**config.mk**
```make
export PLATFORM = sky130hd
export DESIGN_NAME = mem_access_stage_flat
export DESIGN_NICKNAME = d
export VERILOG_FILES = /design/src/rtl/mem_access_stage_if.sv /design/src/rtl/mem_access_stage.sv /design/src/flat_wrapper.sv
export SDC_FILE = /design/constraint.sdc
export NUM_CORES = 1
export LEC_CHECK = 0
export ABC_AREA = 0
export CORE_MARGIN = 2
export CORE_UTILIZATION = 57
export CTS_CLUSTER_SIZE = 40
export DETAILED_ROUTE_END_ITERATION = 8
export DONT_BUFFER_PORTS = 1
export PLACE_DENSITY = 0.83
export REMOVE_ABC_BUFFERS = 1
export SETUP_SLACK_MARGIN = 0.2
export SKIP_LAST_GASP = 1
export SLEW_MARGIN = 20
export SYNTH_ARGS = -nofsm -noshare
export SYNTH_HDL_FRONTEND = slang
export SYNTH_SLANG_ARGS = --single-unit
export TNS_END_PERCENT = 10
```
**constraint.sdc**
```tcl
create_clock -name clk -period 1.55 [get_ports clk]
set_input_delay 0.2325 -clock clk [delete_from_list [all_inputs] [get_ports clk]]
set_output_delay 0.2325 -clock clk [all_outputs]
set_load 0.01 [all_outputs]
```
**src/rtl/mem_access_stage_if.sv**
```systemverilog
// Data-memory request/ready bus between the MEM-stage load/store unit (master)
// and the data memory (slave).
interface mem_access_stage_if #(
  parameter int ADDR_WIDTH = 32
);
  logic                  dmem_req;
  logic                  dmem_we;
  logic [ADDR_WIDTH-1:0] dmem_addr;
  logic [31:0]           dmem_wdata;
  logic [3:0]            dmem_be;
  logic                  dmem_ready;
  logic [31:0]           dmem_rdata;

  modport master (
    output dmem_req, dmem_we, dmem_addr, dmem_wdata, dmem_be,
    input  dmem_ready, dmem_rdata
  );

  modport slave (
    input  dmem_req, dmem_we, dmem_addr, dmem_wdata, dmem_be,
    output dmem_ready, dmem_rdata
  );
endinterface

```
**src/rtl/mem_access_stage.sv**
```systemverilog
// MEM-stage load/store unit: dmem handshake, store byte-enables, load formatting, stall.
// Optional MISALIGN_TRAP_EN adds misalign_out and traps misaligned H/W accesses.
module mem_access_stage #(
  parameter int ADDR_WIDTH = 32,
  parameter int WAIT_LIMIT = 0
) (
  input  logic                  clk,
  input  logic                  rst,
  input  logic                  mem_read_in,
  input  logic                  mem_write_in,
  input  logic [2:0]            funct3_in,
  input  logic [ADDR_WIDTH-1:0] alu_result_in,
  input  logic [31:0]           write_data_in,
  input  logic                  RegWrite_in,
  input  logic                  MemtoReg_in,
  input  logic [4:0]            rd_in,
  output logic                  RegWrite_out,
  output logic                  MemtoReg_out,
  output logic [31:0]           read_data_out,
  output logic [ADDR_WIDTH-1:0] alu_result_out,
  output logic [4:0]            rd_out,
  output logic                  stall_out,
  output logic                  timeout_out,
`ifdef MISALIGN_TRAP_EN
  output logic                  misalign_out,
`endif
  mem_access_stage_if.master    dmem
);

  localparam logic [1:0] S_IDLE = 2'd0, S_BUSY = 2'd1, S_DONE = 2'd2;
  localparam logic [1:0] SZ_B = 2'd0, SZ_H = 2'd1, SZ_W = 2'd2;

  localparam int CW = (WAIT_LIMIT > 1) ? $clog2(WAIT_LIMIT) : 1;
  localparam logic [CW-1:0] WAIT_LAST = CW'((WAIT_LIMIT > 0) ? WAIT_LIMIT - 1 : 0);

  typedef struct packed {
    logic [ADDR_WIDTH-1:0] addr;
    logic [31:0]           wdata;
    logic [3:0]            be;
    logic [1:0]            sz;
    logic                  uns;
    logic                  we;
  } acc_t;

  logic [1:0]    state;
  logic          req_q, to_q, mis_q;
  logic [31:0]   data_q;
  logic [CW-1:0] wait_cnt;
  acc_t          acc, acc_nxt;

  logic          mem_op, misaligned, stall_core, in_done, timeout_hit;
  logic [31:0]   load_fmt;

  assign mem_op = mem_read_in | mem_write_in;

  // Stores only know B/H/W; anything else is a word. Loads also accept BU/HU.
  always_comb begin
    acc_nxt       = '0;
    acc_nxt.addr  = alu_result_in;
    acc_nxt.we    = mem_write_in;
    acc_nxt.uns   = funct3_in[2];
    if (mem_write_in)
      acc_nxt.sz = (funct3_in == 3'b000) ? SZ_B : (funct3_in == 3'b001) ? SZ_H : SZ_W;
    else
      acc_nxt.sz = (funct3_in[1:0] == 2'b00) ? SZ_B : (funct3_in[1:0] == 2'b01) ? SZ_H : SZ_W;
    case (acc_nxt.sz)
      SZ_B: begin
        acc_nxt.be    = 4'b0001 << alu_result_in[1:0];
        acc_nxt.wdata = {4{write_data_in[7:0]}};
      end
      SZ_H: begin
        acc_nxt.be    = alu_result_in[1] ? 4'b1100 : 4'b0011;
        acc_nxt.wdata = {2{write_data_in[15:0]}};
      end
      default: begin
        acc_nxt.be    = 4'b1111;
        acc_nxt.wdata = write_data_in;
      end
    endcase
  end

  always_comb begin
    misaligned = 1'b0;
`ifdef MISALIGN_TRAP_EN
    if (acc_nxt.sz == SZ_H)      misaligned = alu_result_in[0];
    else if (acc_nxt.sz == SZ_W) misaligned = |alu_result_in[1:0];
`endif
  end

  // Lane select on the raw word, then sign/zero extend.
  always_comb begin
    logic [31:0] sh;
    logic [15:0] half;
    sh   = dmem.dmem_rdata >> {acc.addr[1:0], 3'b000};
    half = acc.addr[1] ? dmem.dmem_rdata[31:16] : dmem.dmem_rdata[15:0];
    case (acc.sz)
      SZ_B:    load_fmt = acc.uns ? {24'd0, sh[7:0]} : {{24{sh[7]}}, sh[7:0]};
      SZ_H:    load_fmt = acc.uns ? {16'd0, half} : {{16{half[15]}}, half};
      default: load_fmt = dmem.dmem_rdata;
    endcase
  end

  assign timeout_hit = (WAIT_LIMIT != 0) && (wait_cnt == WAIT_LAST);

  always_ff @(posedge clk) begin
    if (!rst) begin
      state    <= S_IDLE;
      req_q    <= 1'b0;
      to_q     <= 1'b0;
      mis_q    <= 1'b0;
      data_q   <= '0;
      wait_cnt <= '0;
      acc      <= '0;
    end else begin
      case (state)
        S_IDLE: if (mem_op) begin
          acc      <= acc_nxt;
          wait_cnt <= '0;
          to_q     <= 1'b0;
          mis_q    <= 1'b0;
          if (misaligned) begin
            data_q <= '0;
            mis_q  <= 1'b1;
            state  <= S_DONE;
          end else begin
            req_q  <= 1'b1;
            state  <= S_BUSY;
          end
        end
        S_BUSY: begin
          if (dmem.dmem_ready) begin
            data_q <= acc.we ? 32'd0 : load_fmt;
            req_q  <= 1'b0;
            state  <= S_DONE;
          end else if (timeout_hit) begin
            data_q <= '0;
            to_q   <= 1'b1;
            req_q  <= 1'b0;
            state  <= S_DONE;
          end else begin
            wait_cnt <= wait_cnt + 1'b1;
          end
        end
        // Pipeline advances on this edge, so the same op is never seen twice.
        S_DONE:  state <= S_IDLE;
        default: state <= S_IDLE;
      endcase
    end
  end

  assign in_done    = (state == S_DONE);
  assign stall_core = ((state == S_IDLE) && mem_op) || (state == S_BUSY);

  assign stall_out      = rst & stall_core;
  assign RegWrite_out   = rst & RegWrite_in & ~stall_core & ~(in_done & (to_q | mis_q));
  assign timeout_out    = rst & in_done & to_q;
  assign MemtoReg_out   = MemtoReg_in;
  assign alu_result_out = alu_result_in;
  assign rd_out         = rd_in;
  assign read_data_out  = in_done ? data_q : 32'd0;
`ifdef MISALIGN_TRAP_EN
  assign misalign_out   = rst & in_done & mis_q;
`endif

  assign dmem.dmem_req   = rst & req_q;
  assign dmem.dmem_we    = acc.we;
  assign dmem.dmem_addr  = {acc.addr[ADDR_WIDTH-1:2], 2'b00};
  assign dmem.dmem_wdata = acc.wdata;
  assign dmem.dmem_be    = acc.be;

endmodule

```
**src/flat_wrapper.sv**
```systemverilog
// flat-port wrapper written by rule: the top's interface ports become plain ports
module mem_access_stage_flat 
#(
  parameter int ADDR_WIDTH = 32,
  parameter int WAIT_LIMIT = 0
)
  (clk, rst, mem_read_in, mem_write_in, funct3_in, alu_result_in, write_data_in, RegWrite_in, MemtoReg_in, rd_in, RegWrite_out, MemtoReg_out, read_data_out, alu_result_out, rd_out, stall_out, timeout_out, dmem_dmem_req, dmem_dmem_we, dmem_dmem_addr, dmem_dmem_wdata, dmem_dmem_be, dmem_dmem_ready, dmem_dmem_rdata);
  mem_access_stage_if #(.ADDR_WIDTH(ADDR_WIDTH)) dmem_i ();
  input  logic clk;
  input  logic rst;
  input  logic mem_read_in;
  input  logic mem_write_in;
  input  logic [2:0] funct3_in;
  input  logic [ADDR_WIDTH-1:0] alu_result_in;
  input  logic [31:0] write_data_in;
  input  logic RegWrite_in;
  input  logic MemtoReg_in;
  input  logic [4:0] rd_in;
  output logic RegWrite_out;
  output logic MemtoReg_out;
  output logic [31:0] read_data_out;
  output logic [ADDR_WIDTH-1:0] alu_result_out;
  output logic [4:0] rd_out;
  output logic stall_out;
  output logic timeout_out;
  output wire logic [$bits(dmem_i.dmem_req)-1:0] dmem_dmem_req;
  output wire logic [$bits(dmem_i.dmem_we)-1:0] dmem_dmem_we;
  output wire logic [$bits(dmem_i.dmem_addr)-1:0] dmem_dmem_addr;
  output wire logic [$bits(dmem_i.dmem_wdata)-1:0] dmem_dmem_wdata;
  output wire logic [$bits(dmem_i.dmem_be)-1:0] dmem_dmem_be;
  input wire logic [$bits(dmem_i.dmem_ready)-1:0] dmem_dmem_ready;
  input wire logic [$bits(dmem_i.dmem_rdata)-1:0] dmem_dmem_rdata;
  assign dmem_dmem_req = dmem_i.dmem_req;
  assign dmem_dmem_we = dmem_i.dmem_we;
  assign dmem_dmem_addr = dmem_i.dmem_addr;
  assign dmem_dmem_wdata = dmem_i.dmem_wdata;
  assign dmem_dmem_be = dmem_i.dmem_be;
  assign dmem_i.dmem_ready = dmem_dmem_ready;
  assign dmem_i.dmem_rdata = dmem_dmem_rdata;
  mem_access_stage #(.ADDR_WIDTH(ADDR_WIDTH), .WAIT_LIMIT(WAIT_LIMIT)) u_core (.clk(clk), .rst(rst), .mem_read_in(mem_read_in), .mem_write_in(mem_write_in), .funct3_in(funct3_in), .alu_result_in(alu_result_in), .write_data_in(write_data_in), .RegWrite_in(RegWrite_in), .MemtoReg_in(MemtoReg_in), .rd_in(rd_in), .RegWrite_out(RegWrite_out), .MemtoReg_out(MemtoReg_out), .read_data_out(read_data_out), .alu_result_out(alu_result_out), .rd_out(rd_out), .stall_out(stall_out), .timeout_out(timeout_out), .dmem(dmem_i));
endmodule
```
* After elaboration in Yosys (flattened, before gate mapping) *
Cells that the tools add are included.

word-level totals
  register bits = 107
  bits of input ports = 111
  output and inout port bits = 143
  logic and storage cells = 56

cells by class
  eq/ne operators = 8
  shift operators = 2
  multiplexer cells = 19
  bitwise gates (word level) = 6
  reduce and logical (&&, ||, !) cells = 12

operators with widths
  kind                                                                    count
  32-bit two-way mux                                                      4
  36-bit one-hot mux with 2 select lines                                  1
  32-bit one-hot mux with 2 select lines                                  1
  32-bit by 5-bit right shift with 8-bit output                           1
  16-bit two-way mux                                                      1
  2-bit two-way mux                                                       7
  2-bit by 1-bit equality test with 1-bit output (second input constant)  4
  2-bit zero test                                                         4
  2-bit AND reduction                                                     3
  1-bit bitwise AND                                                       4
  4-bit two-way mux                                                       1
  2-bit one-hot mux with 2 select lines                                   1
  1-bit by 2-bit left shift with 4-bit output (first input constant)      1
  3-bit by 1-bit equality test with 1-bit output (second input constant)  1
  3-bit zero test                                                         1
  3-bit AND reduction                                                     1
  2-bit equality test (second input constant)                             1
  1-bit two-way mux                                                       2
  2-bit by 1-bit != test with 1-bit output (second input constant)        1
  2-bit != test (second input constant)                                   1
  1-bit one-hot mux with 2 select lines                                   1
  2-bit nonzero test                                                      1
  1-bit logical AND                                                       1
  1-bit logical OR                                                        1
  other kinds (2)                                                         2

* Longest topological paths before layout *
Gate-level depths: netlist (run 1).

  depth after elaboration = 6
  mapped depth = 6
  gate-level depth less buffers = 4

* Worst setup path before layout (run 1) *
Ideal clock, no wire load.

  kind = reg2reg
  from = register u_core.acc[41] (netlist name)
  to = register u_core.data_q[10]
  setup time = 0.123 ns
  data arrival time = 1.480 ns
  path slack = -0.053 ns
  cell stages (with the launch flop) = 5
  path buffers = 0
  clock period less this slack = 1.603 ns
  cell sequence = dfxtp_1 -> mux4_1 -> a21oi_1 -> a21boi_0 -> o21ai_0

on the way
  word-level cells in the longest chain between the ends = 4
  elaborated cells between the ends (all ways) = 6

ends and longest elaborated chain
  item                                                                                 RTL line                                        RTL
  start, declared                                                                      mem_access_stage.sv:49                          acc_t acc, acc_nxt;
  start signal, assigned                                                               mem_access_stage.sv:117                         acc <= acc_nxt;
  32-bit by 5-bit right shift with 8-bit output or 16-bit two-way mux (tied branches)  mem_access_stage.sv:94, mem_access_stage.sv:95
  32-bit two-way mux (on tied branches)                                                mem_access_stage.sv:97, mem_access_stage.sv:98
  32-bit one-hot mux with 2 select lines *                                             mem_access_stage.sv:96                          case (acc.sz)
  32-bit two-way mux *                                                                 mem_access_stage.sv:132                         data_q <= acc.we ? 32'd0 : load_fmt;
  end signal, assigned                                                                 mem_access_stage.sv:132
  end, declared                                                                        mem_access_stage.sv:47                          logic [31:0] data_q;

Every way passes the cells marked *; elsewhere a longest branch is shown, timed or not.
A chain may end at the register's enable or synchronous reset.

* Worst setup path after layout (run 1) *
  from = register u_core.acc[41] (netlist name)
  to = register u_core.data_q[21]

Same word-level chain as after synthesis.

==> results of run 1 <==
-- per-stage QoR --
stage	setup WS [ns]	hold slack [ns]
6_report	-0.123	0.0148
5_1_grt	-0.182	0.00127
4_1_cts	-0.0910	0.000616
3_5_place_dp	-0.0401	0.363
3_3_place_gp	0.0208	0.364
2_1_floorplan	-4.19	0.350
-- power groups by stage --
| stage | registers (uW) | clock network (uW) | logic [uW] |
|---|---|---|---|
| 3_5_place_dp | 3270 | 0 | 874 |
| 2_1_floorplan | 3230 | 0 | 583 |
| 4_1_cts | 3210 | 2000 | 1010 |
| 3_3_place_gp | 3270 | 0 | 831 |
| 5_1_grt | 3240 | 2100 | 1190 |
| 6_report | 3220 | 1980 | 1100 |
-- cell usage after synthesis (all sizes together) (2+ instances only) --
cell type,n,share of area
dfxtp,107,0.39
mux2,8,0.016
nor3,4,0.0036
and2,36,0.041
nand2,127,0.086
o211ai,8,0.011
inv,6,0.0041
buf,118,0.16
nand2b,2,0.0023
nor2b,2,0.0023
a221o,16,0.029
mux2i,26,0.047
nor2,9,0.0066
nor3b,2,0.0027
o21a,2,0.0027
o211a,9,0.016
a222oi,7,0.013
a21oi,14,0.013
o21ai,39,0.035
nor4,2,0.0050
clkbuf,31,0.021
a21boi,58,0.079
o221a,2,0.0041
a31oi,2,0.0023
-- layout make-up --
cell class,count,area (um2)
timing repair buffer,94,1010
inverter,6,22.5
sequential,107,2140
clock inverter,6,93.8
tap,129,161
fill,684,3290
clock buffer,10,138
multi-input combinational,385,2470
-- logic make-up (layout without fill, tap and decap cells) --
| logic type | after synthesis | in the layout | synth area share |
|---|---|---|---|
| AO/OA/AOI/OAI | 158 | 158 | 0.206 |
| buffers and inverters | 155 | 116 | 0.181 |
| flip-flops | 107 | 107 | 0.388 |
| multiplexers | 35 | 35 | 0.0682 |
| other | 1 | 3 | 0.000679 |
| AND/OR/NAND/NOR | 189 | 189 | 0.156 |
-- worst max-delay path: stages, from the launching register on --
cell and delay [ns]:
dfxtp_2 0.38, buf_6 0.14, mux2i_2 0.23, mux2_4 0.20, nor4_4 0.03, buf_4 0.16
buf_12 0.13, a221o_1 0.26
-- placed cells by master, fill, tap and decap left out, types with 6 or more instances in the layout --
cell           count
buf_4             24
o211a_1            9
o211ai_1           8
dfxtp_1          105
mux2_2             7
a21oi_1           12
dlygate4sd3_1     54
nor2_1             8
and2_4            14
a21boi_0          56
nand2_1          127
a222oi_1           7
mux2i_1           24
buf_12            10
inv_1              6
clkbuf_8          10
and2_1            22
a221o_1           16
o21ai_0           37
-- registers in the layout, summed over array words and instances (netlist names) --
| register | flops |
|---|---|
| u_core.acc | 5 |
| u_core.data_q | 32 |
| u_core.dmem.dmem_addr | 30 |
| u_core.dmem.dmem_be | 4 |
| u_core.dmem.dmem_wdata | 32 |
| u_core.dmem.dmem_we | 1 |
| u_core.req_q | 1 |
| u_core.state | 2 |
-- path summary, 6_finish.rpt --
path | depth (start not counted) | endpoint | slack, ns
max | 7 | u_core.data_q[21] | -0.12
min | 2 | u_core.dmem.dmem_addr[25] | 0.01
max reg2reg | 7 | u_core.data_q[21] | -0.12
min reg2reg | 2 | u_core.data_q[8] | 0.46
-- metal layers --
metal | global-route usage | up-vias | share of wire
met5 | 0 | - | 0
met4 | 0.138 | 0 | 0.033
met3 | 0.136 | 46 | 0.12
met2 | 0.486 | 284 | 0.50
met1 | 0.275 | 2104 | 0.34
li1 | - | 2003 | -
-- repair_timing --
action / in CTS / in global routing
gates cloned: 0 / 4
resized for setup: 8 / 24
endpoints found under the setup margin: 131 / 135
hold endpoints to repair: 71 / 4
pin swaps: 0 / 3
buffers inserted: 0 / 4
hold buffers: 50 / 5
==> qor.csv, run 1 <==
stage;metric;value;unit
grt;gr usage total;0.278;
clock_network;Num CTS Buffers;9;
synthesis;post-synthesis sequential area ratio;0.388;
detailed_routing;Detailed Route Iter0 Violations;240;
floorplan;placeable core region;0.00933;mm2
worst_hold_path;hold_sp;alu_result_in[25];
detailed_routing;routed length per placed instance;21.8;um
power_and_ir_drop;Switching Fraction;0.287;
sta;skew final;0.0161;ns
sta;Final min period;1.67;ns
sta;Max Freq;0.598;GHz
layout;NumNets Final;714;
power_and_ir_drop;PD cells;1040;mW/mm2
layout;cell area after layout;0.00604;mm2
sta;Final Max Slew Viols;0;
run_status;status;complete, but fails checks;
setup_path;crit path launch type;register;
clock_network;Max Buffers Root-to-Sink;2;
sta;setup violators final;61;
synthesis;Yosys warning count;0;
setup_path;CP startpoint;u_core.acc[41];
sta;Fin. Hold Viols;0;
setup_path;Setup crit end kind;register;
synthesis;flops & latches, synth;107;
synthesis;EDFF count, synth;0;
power_and_ir_drop;Net Sw Power;1810;uW
floorplan;die area;0.0105;mm2
flow_run;Max Cap Viol;0;
placement;GP Congestion;0.904;
clock_network;CTS tree;built;
sta;Tcrit/Tclk final;1.08;
power_and_ir_drop;PnR Total Power;6300;uW
setup_path;Reg-to-Reg Start;u_core.acc[41];
layout;share of post-route cells with drive strength above 1;0.155;
grt;grt total ovfl;0;
placement;DP Area;0.00505;mm2
synthesis;synthesized area per cell;8.56;um2
clock_network;clk slew on worst S/H paths;0.11;ns
power_and_ir_drop;Gate power share;0.175;
power_and_ir_drop;Leakage;0.00242;uW
grt;initial antenna violation count;0;
power_and_ir_drop;Clock power frac;0.314;
clock_network;Clock Sinks;107;
layout;ANT cells;0;
synthesis;most used flip-flop cell after synthesis;dfxtp_1;
layout;Non-Filler Instances;737;
floorplan;Initial Util;0.592;
setup_path;CP required;1.80;ns
grt;vias in the first global route;4352;
clock_network;H-tree levels;3;
synthesis;synth unique cells;38;
floorplan;Die W;102;um
detailed_routing;Final ANT Viol Nets;0;
detailed_routing;Remaining DRCs;0;
detailed_routing;Via-to-Cell Ratio;6.02;
setup_path;Crit path arrival time;1.92;ns
placement;hpwl dp;9.92;mm
placement;port bufs;0;
detailed_routing;wirelength, routed;16.1;mm
worst_hold_path;HP Class;primary input to register;
layout;Core Util, Final;0.647;
floorplan;row cnt;35;
power_and_ir_drop;VDD IR-drop max;0.722;mV
synthesis;Post-Syn Area;0.00552;mm2
floorplan;Vert. Die Dim;102;um
grt;first-pass GRT wire length;22.2;mm
synthesis;asr flop ratio synth;0;
detailed_routing;via count;4437;
power_and_ir_drop;internal power;4490;uW
placement;dpl cells;658;
setup_path;crit path kind;register to register;
synthesis;Post-Syn Instances;645;
clock_network;root buffer cell;clkbuf_8;
run_status;violated checks;negative setup slack;
sta;post-route worst setup slack;-0.123;ns
sta;setup TNS;-5.21;ns
clock_network;clk_lat worst skew;0.37;ns
floorplan;num ports;254;
grt;pin count of the biggest net entering global routing;44;
setup_path;maximum fanout along the worst path;8;
sta;RSZ-0062 raised after global routing;yes;
layout;Area Overhead vs Synth;9.41;%
detailed_routing;Detailed Routing Iterations Pass 1;8;
power_and_ir_drop;part of the power in registers;0.511;
Note: power is estimated with default switching activity, not from simulation.
==> inputs of run 2 (changes only) <==
==> constraint.sdc (replaced) <==
create_clock -name clk -period 1.55 [get_ports clk]
set_input_delay 0.155 -clock clk [delete_from_list [all_inputs] [get_ports clk]]
set_output_delay 0.155 -clock clk [all_outputs]
set_load 0.01 [all_outputs]
==> run 2 against run 1 <==
Effect of this change:
- the flow finishes with violations (negative hold slack, negative setup slack)
- largest power group unchanged
- routed wire length shrank 0.92%
- global-route usage is essentially flat
- register-to-register slack gained 0.04 ns
==> qor.csv, run 2 (synthesized netlist as in run 1, its figures left out) <==
stage;metric;value;unit;change
grt;pin count of the biggest net entering global routing;80;;was 44
detailed_routing;Remaining DRCs;0;;unchanged
sta;Final Max Slew Viols;0;;unchanged
clock_network;clk_lat worst skew;0.36;ns;was 0.37 ns
power_and_ir_drop;internal power;4160;uW;was 4490 uW
placement;port bufs;0;;unchanged
sta;setup TNS;-1.55;ns;was -5.21 ns
sta;Fin. Hold Viols;70;;was 0
detailed_routing;Final ANT Viol Nets;0;;unchanged
setup_path;Setup crit end kind;register;;unchanged
detailed_routing;Detailed Route Iter0 Violations;223;;was 240
setup_path;crit path launch type;register;;unchanged
power_and_ir_drop;Gate power share;0.194;;was 0.175
grt;initial antenna violation count;0;;unchanged
flow_run;Max Cap Viol;0;;unchanged
setup_path;Crit path max-delay family;multiplexers;;was buffers and inverters
run_status;status;complete, but fails checks;;unchanged
detailed_routing;Via-to-Cell Ratio;5.99;;was 6.02
floorplan;Die W;102;um;unchanged
sta;Max Freq;0.612;GHz;was 0.598 GHz
setup_path;CP required;1.85;ns;was 1.80 ns
clock_network;Clock Sinks;107;;unchanged
detailed_routing;wirelength, routed;15.9;mm;was 16.1 mm
layout;commonest non-fill, non-tap cell in the layout;nand2_1;;unchanged
worst_hold_path;HP Class;primary input to register;;unchanged
clock_network;clk slew on worst S/H paths;0.11;ns;about the same
clock_network;root buffer cell;clkbuf_8;;unchanged
power_and_ir_drop;Clock power frac;0.265;;was 0.314
sta;Final min period;1.63;ns;was 1.67 ns
power_and_ir_drop;part of the power in registers;0.541;;was 0.511
layout;ANT cells;0;;unchanged
sta;setup violators final;47;;was 61
detailed_routing;Detailed Routing Iterations Pass 1;6;;was 8
setup_path;crit path kind;register to register;;unchanged
setup_path;worst path cell trace;buf_6, mux2i_2, mux2_4, nor4_4, buf_12, a221o_1;;was buf_6, mux2i_2, mux2_4, nor4_4, buf_4, buf_12, a221o_1
sta;post-route worst setup slack;-0.0841;ns;was -0.123 ns
layout;NumNets Final;723;;was 714
clock_network;H-tree levels;3;;unchanged
placement;hpwl dp;10.0;mm;was 9.92 mm
sta;RSZ-0062 raised after global routing;yes;;unchanged
clock_network;Max Buffers Root-to-Sink;2;;unchanged
setup_path;Worst path max stage delay;0.35;ns;was 0.38 ns
sta;Tcrit/Tclk final;1.05;;was 1.08
floorplan;row cnt;35;;unchanged
floorplan;placeable core region;0.00933;mm2;unchanged
power_and_ir_drop;Net Sw Power;1790;uW;was 1810 uW
floorplan;Vert. Die Dim;102;um;unchanged
power_and_ir_drop;VDD IR-drop max;0.552;mV;was 0.722 mV
floorplan;Initial Util;0.592;;unchanged
placement;dpl cells;658;;unchanged
clock_network;CTS tree;built;;unchanged
run_status;violated checks;negative hold slack, negative setup slack;;was negative setup slack
layout;most frequent cells in the layout;125 x nand2_1, 105 x dfxtp_1, 66 x dlygate4sd3_1;;was 127 x nand2_1, 105 x dfxtp_1, 56 x a21boi_0
layout;Core Util, Final;0.650;;was 0.647
sta;skew final;0.0161;ns;about the same
detailed_routing;via count;4465;;was 4437
detailed_routing;routed length per placed instance;21.3;um;was 21.8 um
power_and_ir_drop;PD cells;982;mW/mm2;was 1040 mW/mm2
layout;Non-Filler Instances;746;;was 737
setup_path;Crit path arrival time;1.93;ns;was 1.92 ns
grt;grt total ovfl;0;;unchanged
clock_network;Num CTS Buffers;9;;unchanged
grt;first-pass GRT wire length;22.5;mm;was 22.2 mm
power_and_ir_drop;Switching Fraction;0.301;;was 0.287
floorplan;die area;0.0105;mm2;unchanged
setup_path;Crit-path slowest cell;dfxtp_2;;unchanged
layout;share of post-route cells with drive strength above 1;0.135;;was 0.155
sta;hold_ws;-0.0916;ns;was 0.0148 ns
placement;GP Congestion;0.903;;was 0.904
power_and_ir_drop;Leakage;0.00241;uW;was 0.00242 uW
setup_path;maximum fanout along the worst path;16;;was 8
setup_path;crit path buf inv count;2;;was 3
floorplan;num ports;254;;unchanged
grt;vias in the first global route;4481;;was 4352
grt;gr usage total;0.278;;about the same
layout;Area Overhead vs Synth;9.86;%;was 9.41%
==> run 2: cell count changes in the layout (fill, tap and decap cells not counted), sizes merged <==
cell / change
clkinv: +2
buf: -3
bufinv: -2
clkbuf: +1
inv: -3
clkinvlp: +2
dlygate4sd3: +12
==> run 2: metal layers <==
| layer | vias to the layer above | share of wire | GRT usage |
|---|---|---|---|
| met5 | - | 0 | 0 |
| met4 | 0 | 0.027 | 0.112 |
| met3 | 39 | 0.11 | 0.117 |
| met2 | 284 | 0.50 | 0.498 |
| met1 | 2125 | 0.36 | 0.288 |
| li1 | 2017 | - | - |
==> run 2: layout make-up <==
class                      count  area [um2]
multi-input combinational    385        2460
timing repair buffer         103        1100
inverter                       6        22.5
fill                         721        3260
clock buffer                  11         131
tap                          129         161
clock inverter                 5        40.0
sequential                   107        2140
==> run 2: worst reg2reg max path: cells and delay by family (launching register included) <==
family	cells	cell delay [ns]
simple gates	1	0.27
flops	1	0.35
buf+inv	2	0.34
compound gates	1	0.14
mux	2	0.46
==> run 2: final timing paths <==
check	startpoint	cells past startpoint	slack (ns)	end
setup / recovery	u_core.acc[41]	6	-0.08	u_core.data_q[30]
hold / removal	rst	1	-0.09	u_core.acc[2]
setup reg to reg	u_core.acc[41]	6	-0.08	u_core.data_q[30]
hold reg to reg	u_core.data_q[11]	2	0.46	u_core.data_q[11]
==> run 2: what timing repair did <==
item                                    CTS  global route
hold buffers                             64             2
endpoints found under the setup margin  131           135
pin swaps                                 1             8
cloned                                    0             4
setup buffers                             0             2
gates resized for setup                  11            34
hold endpoints to repair                103            74
==> run 2: stage by stage <==
stage               cell area, um2  setup WS (ns)  total power (uW)
global route                  6060         -0.118              6190
global placement              5040         0.0224              4090
floorplan                     4550          -4.19              3820
finish                        6060        -0.0841              5960
CTS                           5880        -0.0163              5830
detailed placement            5040        -0.0589              4140
==> run 2: power by group through the flow <==
stage	registers, uW	logic [uW]	clock network (uW)
final	3220	1160	1580
after global routing	3240	1250	1700
after CTS	3210	1020	1600
after detailed placement	3270	872	0
after global placement	3270	826	0
after floorplan	3230	583	0
==> inputs of run 3 (changes only) <==
RECOVER_POWER = 50   (was default)
SETUP_SLACK_MARGIN = 0.05   (was 0.2)
==> run 3 against run 2 <==
Effect of this change:
- the flow finishes with violations (negative setup slack)
- die area unchanged
- cell area increased by 0.50%
- clock skew decreased by 0.0014 ns
- critical path depth unchanged
- sequential cell count unchanged
- total power increased by 0.37%
- first-iteration DRC count increased by 13%
- utilization increased by 0.32 points
- largest power group unchanged
- highest routed layer unchanged
==> qor.csv, run 3 (synthesized netlist as in run 1, its figures left out) <==
stage;metric;value;unit;change
run_status;status;complete, but fails checks;;unchanged
run_status;violated checks;negative setup slack;;was negative hold slack, negative setup slack
power_and_ir_drop;Leakage;0.00242;uW;was 0.00241 uW
floorplan;die area;0.0105;mm2;unchanged
placement;GP Congestion;0.903;;unchanged
worst_hold_path;Endpoint, Worst Hold;u_core.data_q[1];;was u_core.acc[2]
power_and_ir_drop;VDD IR-drop max;0.540;mV;was 0.552 mV
placement;port bufs;0;;unchanged
floorplan;num ports;254;;unchanged
setup_path;Worst path max stage delay;0.35;ns;about the same
layout;ANT cells;0;;unchanged
setup_path;crit path launch type;register;;unchanged
clock_network;H-tree levels;3;;unchanged
layout;NumNets Final;728;;was 723
detailed_routing;Detailed Route Iter0 Violations;251;;was 223
power_and_ir_drop;PD cells;981;mW/mm2;was 982 mW/mm2
sta;hold_ws;0.0185;ns;was -0.0916 ns
flow_run;Max Cap Viol;0;;unchanged
layout;most frequent cells in the layout;127 x nand2_1, 106 x dfxtp_1, 75 x dlygate4sd3_1;;was 125 x nand2_1, 105 x dfxtp_1, 66 x dlygate4sd3_1
sta;Tcrit/Tclk final;1.05;;about the same
clock_network;clk_lat worst skew;0.36;ns;about the same
detailed_routing;via count;4511;;was 4465
sta;Max Freq;0.616;GHz;was 0.612 GHz
detailed_routing;routed length per placed instance;21.2;um;was 21.3 um
floorplan;row cnt;35;;unchanged
worst_hold_path;hold depth;2;;was 1
detailed_routing;wirelength, routed;15.9;mm;about the same
sta;post-route worst setup slack;-0.0726;ns;was -0.0841 ns
floorplan;Vert. Die Dim;102;um;unchanged
setup_path;Crit path arrival time;1.92;ns;was 1.93 ns
clock_network;Num CTS Buffers;9;;unchanged
grt;initial antenna violation count;0;;unchanged
grt;grt total ovfl;0;;unchanged
placement;dpl cells;658;;unchanged
grt;pin count of the biggest net entering global routing;75;;was 80
sta;setup violators final;18;;was 47
setup_path;crit path kind;register to register;;unchanged
clock_network;Clock Sinks;107;;unchanged
setup_path;maximum fanout along the worst path;16;;unchanged
detailed_routing;Final ANT Viol Nets;0;;unchanged
sta;RSZ-0062 raised after global routing;yes;;unchanged
layout;Area Overhead vs Synth;10.4;%;was 9.86%
layout;Core Util, Final;0.653;;was 0.650
worst_hold_path;hold_sp;dmem_dmem_rdata[1];;was rst
setup_path;r2r endpoint;u_core.data_q[30];;unchanged
detailed_routing;Via-to-Cell Ratio;6.01;;was 5.99
setup_path;Crit path max-delay family;multiplexers;;unchanged
layout;Non-Filler Instances;751;;was 746
sta;Final Max Slew Viols;0;;unchanged
clock_network;CTS tree;built;;unchanged
detailed_routing;Remaining DRCs;0;;unchanged
clock_network;clk slew on worst S/H paths;0.11;ns;about the same
grt;gr usage total;0.289;;was 0.278
detailed_routing;Detailed Routing Iterations Pass 1;7;;was 6
worst_hold_path;HP Class;primary input to register;;unchanged
layout;commonest non-fill, non-tap cell in the layout;nand2_1;;unchanged
grt;first-pass GRT wire length;23.4;mm;was 22.5 mm
placement;hpwl dp;10.0;mm;unchanged
setup_path;Setup crit end kind;register;;unchanged
floorplan;placeable core region;0.00933;mm2;unchanged
sta;Final min period;1.62;ns;was 1.63 ns
sta;skew final;0.0147;ns;was 0.0161 ns
layout;# fillers;708;;was 721
clock_network;Max Buffers Root-to-Sink;2;;unchanged
setup_path;Crit-path slowest cell;dfxtp_2;;unchanged
setup_path;crit path buf inv count;2;;unchanged
layout;share of post-route cells with drive strength above 1;0.116;;was 0.135
setup_path;R2R cell count;6;;unchanged
floorplan;Die W;102;um;unchanged
sta;Fin. Hold Viols;0;;was 70
floorplan;Initial Util;0.592;;unchanged
setup_path;R2R setup slack;-0.07;ns;was -0.08 ns
setup_path;Reg-to-Reg Start;u_core.acc[41];;unchanged
setup_path;CP required;1.85;ns;about the same
setup_path;worst path cell trace;buf_6, mux2i_2, mux2_4, nor4_4, buf_12, a221o_1;;unchanged
grt;vias in the first global route;4563;;was 4481
clock_network;root buffer cell;clkbuf_8;;unchanged
[run 3: cell count changes in the layout (fill, tap and decap cells not counted), sizes merged]
cell,previous run,this run
dlygate4sd3,66,75
buf,35,31
[run 3: what timing repair did]
action,4_1_cts,5_1_grt
setup buffers,0,0
gates resized for setup,10,23
cloned,0,1
pin swaps,1,5
endpoints found under the hold margin,103,0
hold buffers,76,0
endpoints found under the setup margin,67,121
[run 3: where the power goes]
part / internal, uW / leakage [uW] / total [uW] / switching (uW)
Clock: 593 / 0.0000757 / 1580 / 982
Sequential: 2980 / 0.000880 / 3220 / 245
Combinational: 593 / 0.00146 / 1180 / 586
[run 3: layout make-up]
class | instances | area (um2) | area share
Inverter | 6 | 22.5 | 0.00370
Tap cell | 129 | 161 | 0.0265
Clock buffer | 11 | 131 | 0.0216
Clock inverter | 5 | 40.0 | 0.00657
Timing Repair Buffer | 108 | 1160 | 0.190
Multi-Input combinational cell | 385 | 2440 | 0.400
Sequential cell | 107 | 2140 | 0.352
[run 3: metal layers]
layer / global-route usage / part of all wire / vias to the layer above
li1: - / - / 2032
met2: 0.520 / 0.50 / 281
met4: 0.111 / 0.021 / 0
met3: 0.120 / 0.11 / 31
met5: 0 / 0 / -
met1: 0.300 / 0.36 / 2167
[run 3: how the worst max path moves through the flow]
stage / to / cells after the start / slack [ns] / from
finish: u_core.data_q[30] / 6 / -0.07 / u_core.acc[41]
CTS: u_core.data_q[19] / 6 / -0.02 / u_core.acc[41]
global route: u_core.data_q[19] / 6 / -0.12 / u_core.acc[41]
global placement: u_core.data_q[9] / 5 / 0.02 / u_core.acc[41]
floorplan: u_core.dmem.dmem_be[0] / 3 / -4.19 / u_core.state[0]
detailed placement: u_core.data_q[19] / 6 / -0.06 / u_core.acc[41]
[run 3: worst register-to-register path, delay by kind of cell (launching register included)]
kind | cells | cell delay (ns)
buf+inv | 2 | 0.34
mux | 2 | 0.46
simple gates | 1 | 0.28
flops | 1 | 0.35
compound gates | 1 | 0.13
[run 3: through the flow]
step | TNS, ns | total power (uW) | cell area [um2] | setup slack (ns)
floorplan | -277.93 | 3820 | 4550 | -4.19
global placement | 0 | 4090 | 5040 | 0.0224
detailed placement | -0.787 | 4140 | 5040 | -0.0589
CTS | -0.0758 | 5890 | 6010 | -0.0163
global route | -4.66 | 6220 | 6090 | -0.117
finish | -0.741 | 5980 | 6090 | -0.0726
